===== config.mk =====
export PLATFORM = sky130hd
export DESIGN_NAME = vga_timing_gen_p
export DESIGN_NICKNAME = d
export VERILOG_FILES = /design/src/rtl/vga_timing_gen_p.sv
export SDC_FILE = /design/constraint.sdc
export NUM_CORES = 1
export LEC_CHECK = 0
export ABC_AREA = 1
export ABC_CLOCK_PERIOD_IN_PS = 2960
export CAP_MARGIN = 40
export CORE_UTILIZATION = 57
export CTS_BUF_LIST = sky130_fd_sc_hd__clkbuf_16
export DETAILED_ROUTE_END_ITERATION = 16
export PLACE_DENSITY = 0.79
export SETUP_SLACK_MARGIN = 0.3
export SKIP_LAST_GASP = 1
export SYNTH_ARGS = -nofsm -noshare
export SYNTH_HDL_FRONTEND = slang
export SYNTH_SLANG_ARGS = --single-unit

===== constraint.sdc =====
create_clock -name clk -period 2.96 [get_ports clk]
set_clock_uncertainty 0.1 [all_clocks]
set_input_delay 0.592 -clock clk [delete_from_list [all_inputs] [get_ports clk]]
set_output_delay 0.592 -clock clk [all_outputs]
set_load 0.005 [all_outputs]

===== src/rtl/vga_timing_gen_p.sv =====
// Reprogrammable video timing generator: HS/VS/DE with selectable polarity, active-area
// coordinates and frame/line strobes. Timing changes land only on frame boundaries or while idle.
module vga_timing_gen_p #(
    parameter int unsigned CW          = 12,
    parameter int unsigned PIPE_DLY    = 2,
    parameter bit          HS_POL      = 1'b0,
    parameter bit          VS_POL      = 1'b0,
    parameter int unsigned DEF_H_TOTAL = 799,
    parameter int unsigned DEF_H_SYNC  = 96,
    parameter int unsigned DEF_H_START = 144,
    parameter int unsigned DEF_H_END   = 784,
    parameter int unsigned DEF_V_TOTAL = 524,
    parameter int unsigned DEF_V_SYNC  = 2,
    parameter int unsigned DEF_V_START = 35,
    parameter int unsigned DEF_V_END   = 515
) (
    input  logic          clk,
    input  logic          reset_n,
    input  logic          enable,
    input  logic [CW-1:0] cfg_h_total,
    input  logic [CW-1:0] cfg_h_sync,
    input  logic [CW-1:0] cfg_h_start,
    input  logic [CW-1:0] cfg_h_end,
    input  logic [CW-1:0] cfg_v_total,
    input  logic [CW-1:0] cfg_v_sync,
    input  logic [CW-1:0] cfg_v_start,
    input  logic [CW-1:0] cfg_v_end,
    input  logic          cfg_update,
    output logic          cfg_ack,
    output logic [CW-1:0] pix_x,
    output logic [CW-1:0] pix_y,
    output logic          pix_valid,
    output logic          sof,
    output logic          eol,
    output logic          vga_hs,
    output logic          vga_vs,
    output logic          vga_de
);

    typedef struct packed {
        logic [CW-1:0] h_total;
        logic [CW-1:0] h_sync;
        logic [CW-1:0] h_start;
        logic [CW-1:0] h_end;
        logic [CW-1:0] v_total;
        logic [CW-1:0] v_sync;
        logic [CW-1:0] v_start;
        logic [CW-1:0] v_end;
    } timing_t;

    localparam timing_t DEF_TIMING = '{
        h_total: CW'(DEF_H_TOTAL), h_sync: CW'(DEF_H_SYNC),
        h_start: CW'(DEF_H_START), h_end:  CW'(DEF_H_END),
        v_total: CW'(DEF_V_TOTAL), v_sync: CW'(DEF_V_SYNC),
        v_start: CW'(DEF_V_START), v_end:  CW'(DEF_V_END)
    };

    // Sync word layout {hs, vs, de}, polarity already applied.
    localparam logic [2:0] SYNC_IDLE = {!HS_POL, !VS_POL, 1'b0};

    timing_t       act_q, act_d, pend_q, pend_d, cfg_in;
    logic          pend_flag_q, pend_flag_d;
    logic [CW-1:0] h_cnt_q, h_cnt_d, v_cnt_q, v_cnt_d;
    logic          h_wrap, frame_end, apply;
    logic          hs_act, vs_act, h_act, v_act, de;
    logic [CW-1:0] pix_x_q, pix_x_d, pix_y_q, pix_y_d;
    logic          pix_valid_q, sof_q, sof_d, eol_q, eol_d, cfg_ack_q;
    logic [2:0]    sync_d;
    logic [2:0]    dly_q [PIPE_DLY+1];

    assign cfg_in = '{
        h_total: cfg_h_total, h_sync: cfg_h_sync, h_start: cfg_h_start, h_end: cfg_h_end,
        v_total: cfg_v_total, v_sync: cfg_v_sync, v_start: cfg_v_start, v_end: cfg_v_end
    };

    assign h_wrap    = (h_cnt_q == act_q.h_total);
    assign frame_end = h_wrap && (v_cnt_q == act_q.v_total);

    // cfg_update is a single-cycle strobe with no back-pressure: every pulse is accepted and
    // overwrites the pending set; cfg_ack pulses once, the cycle after a pending set goes live.
    assign apply = pend_flag_q && (frame_end || !enable);

    always_comb begin
        act_d       = act_q;
        pend_d      = pend_q;
        pend_flag_d = pend_flag_q;
        if (apply) begin
            act_d       = pend_q;
            pend_flag_d = 1'b0;
        end
        if (cfg_update) begin
            pend_d      = cfg_in;
            pend_flag_d = 1'b1;
        end
    end

    always_comb begin
        h_cnt_d = '0;
        v_cnt_d = '0;
        if (enable) begin
            h_cnt_d = h_wrap ? '0 : h_cnt_q + CW'(1);
            v_cnt_d = v_cnt_q;
            if (h_wrap) begin
                v_cnt_d = (v_cnt_q == act_q.v_total) ? '0 : v_cnt_q + CW'(1);
            end
        end
    end

    assign hs_act = (h_cnt_q < act_q.h_sync);
    assign vs_act = (v_cnt_q < act_q.v_sync);
    assign h_act  = (h_cnt_q >= act_q.h_start) && (h_cnt_q < act_q.h_end);
    assign v_act  = (v_cnt_q >= act_q.v_start) && (v_cnt_q < act_q.v_end);
    assign de     = enable && h_act && v_act;

    always_comb begin
        pix_x_d = '0;
        pix_y_d = '0;
        if (de) begin
            pix_x_d = h_cnt_q - act_q.h_start;
            pix_y_d = v_cnt_q - act_q.v_start;
        end
        sof_d  = de && (pix_x_d == '0) && (pix_y_d == '0);
        eol_d  = de && (h_cnt_q == act_q.h_end - CW'(1));
        sync_d = {(enable && hs_act) ? HS_POL : !HS_POL,
                  (enable && vs_act) ? VS_POL : !VS_POL,
                  de};
    end

    always_ff @(posedge clk or negedge reset_n) begin
        if (!reset_n) begin
            act_q       <= DEF_TIMING;
            pend_q      <= DEF_TIMING;
            pend_flag_q <= 1'b0;
            h_cnt_q     <= '0;
            v_cnt_q     <= '0;
            pix_x_q     <= '0;
            pix_y_q     <= '0;
            pix_valid_q <= 1'b0;
            sof_q       <= 1'b0;
            eol_q       <= 1'b0;
            cfg_ack_q   <= 1'b0;
        end else begin
            act_q       <= act_d;
            pend_q      <= pend_d;
            pend_flag_q <= pend_flag_d;
            h_cnt_q     <= h_cnt_d;
            v_cnt_q     <= v_cnt_d;
            pix_x_q     <= pix_x_d;
            pix_y_q     <= pix_y_d;
            pix_valid_q <= de;
            sof_q       <= sof_d;
            eol_q       <= eol_d;
            cfg_ack_q   <= apply;
        end
    end

    // Stage 0 is aligned with the coordinate group; the last stage drives the pins.
    always_ff @(posedge clk or negedge reset_n) begin
        if (!reset_n) begin
            for (int i = 0; i <= int'(PIPE_DLY); i++) begin
                dly_q[i] <= SYNC_IDLE;
            end
        end else begin
            dly_q[0] <= sync_d;
            for (int i = 1; i <= int'(PIPE_DLY); i++) begin
                dly_q[i] <= dly_q[i-1];
            end
        end
    end

    assign pix_x     = pix_x_q;
    assign pix_y     = pix_y_q;
    assign pix_valid = pix_valid_q;
    assign sof       = sof_q;
    assign eol       = eol_q;
    assign cfg_ack   = cfg_ack_q;
    assign vga_hs    = dly_q[PIPE_DLY][2];
    assign vga_vs    = dly_q[PIPE_DLY][1];
    assign vga_de    = dly_q[PIPE_DLY][0];

endmodule


Yosys cells after proc, flatten, opt, wreduce, memory -nomap -nowiden. Index checks and enable logic that the tools add are counted.

Input bits: 100. Output and inout bits: 31. Bits in registers: 254.

Add/sub/neg operators: 5. Mux-type cells: 11. $lt $le $gt $ge: 6. Equal/unequal tests: 4. Reductions and logical operators: 16.

Operator list (count): two-way mux 12 bit (7); less-than comparator 12 bit (4); == test 12 bit (3); adder 12 x 1 -> 12 bit, second input constant (2); greater-or-equal comparator 12 bit (2); zero test 12 bit (2); subtractor 12 bit (2); subtractor 12 x 1 -> 12 bit, second input constant (1); logical AND 1 bit (11); two-way mux 1 bit (4); inequality test 2 x 1 -> 1 bit, second input constant (1); nonzero test 2 bit (1); zero test 1 bit (1); logical OR 1 bit (1).

Longest topological paths before layout.
Depth after elaboration: 8. Gate-level depth with buffers: 17. Mapped depth without buffers: 17.

Least setup slack after synthesis. No wires, ideal clock.

Path type: flip-flop to flip-flop. Start: register v_cnt_q[0]. End: register pix_x_q[8], in the netlist pix_x[8]. Path slack: 0.492 ns. Arrival time: 2.245 ns. Setup time: 0.123 ns. Path buffers: 2. Cell stages (with the launch flop): 13. Cells stage by stage: dfrtp_1 -> inv_1 -> ha_1 -> inv_1 -> fa_1 -> a21oi_1 -> a21oi_1 -> nor2_1 -> nor2_1 -> nand2_1 -> buf_2 -> buf_2 -> nor2_1.

Word-level cells in the longest chain between the ends: 4.

RTL lines: start: declaration (line 63) `logic [CW-1:0] h_cnt_q, h_cnt_d, v_cnt_q, v_cnt_d;`; start signal: assignment (line 147) `v_cnt_q <= v_cnt_d;`; greater-or-equal comparator 12 bit / less-than comparator 12 bit (equally long branches) (line 112) `assign v_act = (v_cnt_q >= act_q.v_start) && (v_cnt_q < act_q.v_end);`; logical AND 1 bit (*) (line 112); logical AND 1 bit (*) (line 113) `assign de = enable && h_act && v_act;`; two-way mux 12 bit (*) (line 118) `if (de) begin`; named net pix_x_d[8] (line 66) `logic [CW-1:0] pix_x_q, pix_x_d, pix_y_q, pix_y_d;`; end signal: assignment (line 148) `pix_x_q <= pix_x_d;`; end: declaration (line 66).

The timed path passes the listed nets; every way through them passes the cells marked *. A chain may end at the register's enable or synchronous reset.

Final worst setup path.
Start: register h_cnt_q[0]. End: register sof_q, in the netlist sof.

RTL lines: start: declaration (line 63); start signal: assignment (line 146) `h_cnt_q <= h_cnt_d;`; greater-or-equal comparator 12 bit / less-than comparator 12 bit (equally long branches) (line 111) `assign h_act = (h_cnt_q >= act_q.h_start) && (h_cnt_q < act_q.h_end);`; logical AND 1 bit (*) (line 111); logical AND 1 bit (*) (2 in a row) (line 113); two-way mux 12 bit (*) (line 118); named net pix_y_d[9] (line 66); zero test 12 bit (*) (line 122) `sof_d = de && (pix_x_d == '0) && (pix_y_d == '0);`; logical AND 1 bit (*) (line 122); named net sof_d (line 67) `logic pix_valid_q, sof_q, sof_d, eol_q, eol_d, cfg_ack_q;`; end signal: assignment (line 139) `sof_q <= 1'b0;`; end signal: assignment (line 151) `sof_q <= sof_d;`; end: declaration (line 67).

Marks and branches as above.

==> summary.txt <==
Run status
  • Status: completed

Floorplan
  • Die width: 150.2 µm
  • Full die area: 22550 µm²
  • Initial core utilization: 0.5879
  • Core ar.: 21290 µm²
  • # IOs: 131
  • Vert. Die Dim: 150.2 µm
  • Num rows: 53

Layout
  • Share of cells above drive strength 1: 0.08931
  • Final design utilization: 0.7055
  • Commonest non-fill, non-tap cell in the layout: nand2_1
  • Syn-to-layout area delta: 20.01%
  • Post-layout nets: 1802
  • Most frequent cells in the layout: 488 x nand2_1, 197 x dfrtp_1, 188 x inv_1
  • Diode count: 0
  • Filler cell count: 1697

Logic synthesis
  • Yosys Warn Count: 0
  • Syn avg cell area: 8.444 µm²
  • Synth Net Count: 1656
  • Seq/Total Area, Yosys: 0.5113
  • Post-synthesis register bit count: 253
  • Unique masters post-synth: 39
  • Post-synthesis cell count: 1482
  • Post-Syn Area: 12510 µm²

CTS
  • CTS Sinks: 253
  • TritonCTS clock tree: done
  • H-Tree Depth: 1
  • Clk slew on worst S/H paths: 60 ps
  • Root buffer cell: clkbuf_16
  • CTS max path bufs: 3
  • Worst skew pair latency: 530 ps
  • CTS Buf Count: 25

Power
  • Peak supply drop: 0.0004123 V
  • Cell Pwr Density: 587.5 nW/µm²
  • Static leakage: 7.687 nW

Detailed routing
  • Drt via density: 5.173
  • Vias post-DR: 9938
  • Drt pass-1 iters: 6
  • Iter 0 DRT Violations: 621
  • Number of remaining DRC errors: 0
  • WL per Instance: 14.64 µm
  • Post-Route WL: 28120 µm
  • Antenna-violating nets left: 0

Placed design
  • Setup WS pre-CTS: 256.7 ps
  • Post-DP HPWL: 20670 µm
  • GPL Wtd Cong: 0.9137
  • IO Port Bufs: 130

Critical path
  • Setup CP Type: reg2reg
  • Data arrival time of the worst path: 2840 ps
  • Worst path buffer plus inverter count: 4
  • Worst endpoint required time: 3310 ps
  • Crit-path max cell delay: 420 ps
  • Cell mode on critical path: nor2_2
  • Nature of the critical path endpoint: flop
  • Critical Path Fanout Max: 5
  • Largest delay share family, worst path: simple AND/OR/NAND/NOR gates
  • Worst path cell trace: inv_2, ha_1, inv_1, fa_2, nand3_1, nand3_1, nand2_1, inv_1, nor2_2, nor2_2, nand2_2, buf_4, nor2_2, nor2_1, nand2_1, nor3_2
  • Critical-path top delay cell: dfrtp_2
  • Critical Path Start Type: flop

STA
  • Worst Max-Slew Pin Slew: 655.7 ps
  • Hold WS: 247.6 ps
  • Fmax: 400.6 MHz
  • Slack of the critical path: 463.9 ps
  • Final Hold Viols: 0
  • RSZ-0062 raised after global routing: false
  • Fin crit period: 2496 ps
  • Post-route setup TNS: 0 ps
  • Slew Limit Fails: 0
  • Part of the cycle the worst path needs: 0.8433
  • # setup viols final: 0
  • Slew HR: 0.5622

Global route
  • Initial antenna violation count: 0
  • First-pass GRT wire length: 46520 µm
  • Largest net degree at the start of global routing: 108
  • GRT Total Usage: 0.2605
  • Number of global-route vias before repair: 9651
  • Grt ovf: 0

Min path
  • Worst hold path type: reg2reg

Job
  • Max-cap violations: 0
[state kept, by name, indices dropped and copies added, names as in the netlist, 6 cells and up]
register and flops:
act_q 96, pix_y 12, h_cnt_q 12, v_cnt_q 12, dly_q 6, pend_q 96
pix_x 12
[path summary, 6_finish.rpt]
kind / from / endpoint / slack [ps] / depth (start not counted)
setup / recovery: h_cnt_q[0]$_DFF_PN0_ / sof$_DFF_PN0_ / 460 / 16
hold / removal: dly_q[3]$_DFF_PN0_ / vga_de$_DFF_PN0_ / 250 / 0
setup reg to reg: h_cnt_q[0]$_DFF_PN0_ / sof$_DFF_PN0_ / 460 / 16
hold reg to reg: dly_q[3]$_DFF_PN0_ / vga_de$_DFF_PN0_ / 250 / 0
max in group asynchronous: reset_n / act_q[45]$_DFFE_PN1P_ / 1330 / 3
min in group asynchronous: reset_n / pix_y[3]$_DFF_PN0_ / 540 / 2
[logic make-up after synthesis]
kind of cell / synth area share
xor+xnor: 0.03849
simple gates: 0.2127
flops: 0.5113
compound gates: 0.08858
buf+inv: 0.07379
fa+ha+maj: 0.07518
[metal layers]
metal | vias to the layer above | GRT usage | part of all wire
li1 | 4977 | - | -
met1 | 4648 | 0.3663 | 0.46
met2 | 266 | 0.4250 | 0.46
met3 | 47 | 0.03485 | 0.054
met4 | 0 | 0.07273 | 0.021
met5 | - | 0 | 0
[metrics by stage]
step / cells / power [mW] / area (µm²)
after detailed placement: 1868 / 6.026 / 14180
final: 1921 / 8.823 / 15020
after global placement: 1868 / 5.969 / 14180
after global routing: 1921 / 9.339 / 15020
after CTS: 1914 / 8.849 / 14910
after floorplan: 1482 / 5.388 / 12510
[power breakdown]
part	switching, mW	internal (mW)
Combinational	1.15	0.736
Sequential	0.203	3.93
Clock	1.28	1.53
[Yosys cell counts]
library cell / n / area [µm²]
o21a_1: 2 / 15.01
nor4_1: 5 / 31.28
nand4_1: 16 / 100.1
buf_6: 4 / 45.04
o22ai_1: 1 / 6.260
dfstp_2: 54 / 1419
nor3_1: 15 / 75.07
nor3b_1: 1 / 7.510
nand3b_1: 8 / 60.06
buf_2: 9 / 45.04
ha_1: 72 / 900.9
o21ai_1: 29 / 145.1
nand2_2: 1 / 6.260
a21boi_0: 2 / 15.01
fa_1: 2 / 40.04
nor2_2: 1 / 6.260
a31o_2: 1 / 8.760
xor2_1: 42 / 367.9
nand2_4: 1 / 11.26
o21bai_1: 3 / 22.52
dfrtp_1: 199 / 4980
nand2_1: 489 / 1836
buf_4: 5 / 37.54
inv_2: 2 / 7.510
o211ai_1: 2 / 15.01
nor2_8: 1 / 20.02
nor2_1: 82 / 307.8
inv_1: 182 / 683.2
a211oi_1: 5 / 37.54
o21ai_0: 118 / 590.6
a31oi_1: 2 / 12.51
clkbuf_1: 28 / 105.1
a21oi_1: 42 / 210.2
xnor2_1: 13 / 113.9
or2_2: 2 / 12.51
a21o_1: 4 / 30.03
and2_1: 1 / 6.260
and3_1: 1 / 6.260
nand3_1: 35 / 175.2
[cell type report]
cell class                 instances  area [µm²]  share of cell area
tap                              275       344.1             0.02291
sequential                       253        6401              0.4262
clock buffer                      25       625.6             0.04166
clock inverter                    20       92.59            0.006165
timing repair buffer             165        1623              0.1081
multi-input combinational        999        5241              0.3490
inverter                         184       690.7             0.04599
[timing repair]
item,in CTS,in global routing
hold buffers,1,0
setup buffers,0,7
pin swaps,0,3
hold endpoints to repair,37,0
setup endpoints to repair,1,8
resized for setup,1,17
[worst reg2reg max path, stage by stage, from the launching register on]
cell and delay, ps:
dfrtp_2 420, inv_2 80, ha_1 170, inv_1 80, fa_2 420, nand3_1 110
nand3_1 90, nand2_1 90, inv_1 50, nor2_2 90, nor2_2 60, nand2_2 120
buf_4 150, nor2_2 50, nor2_1 110, nand2_1 70, nor3_2 170
(Power assumes the default switching activity.)
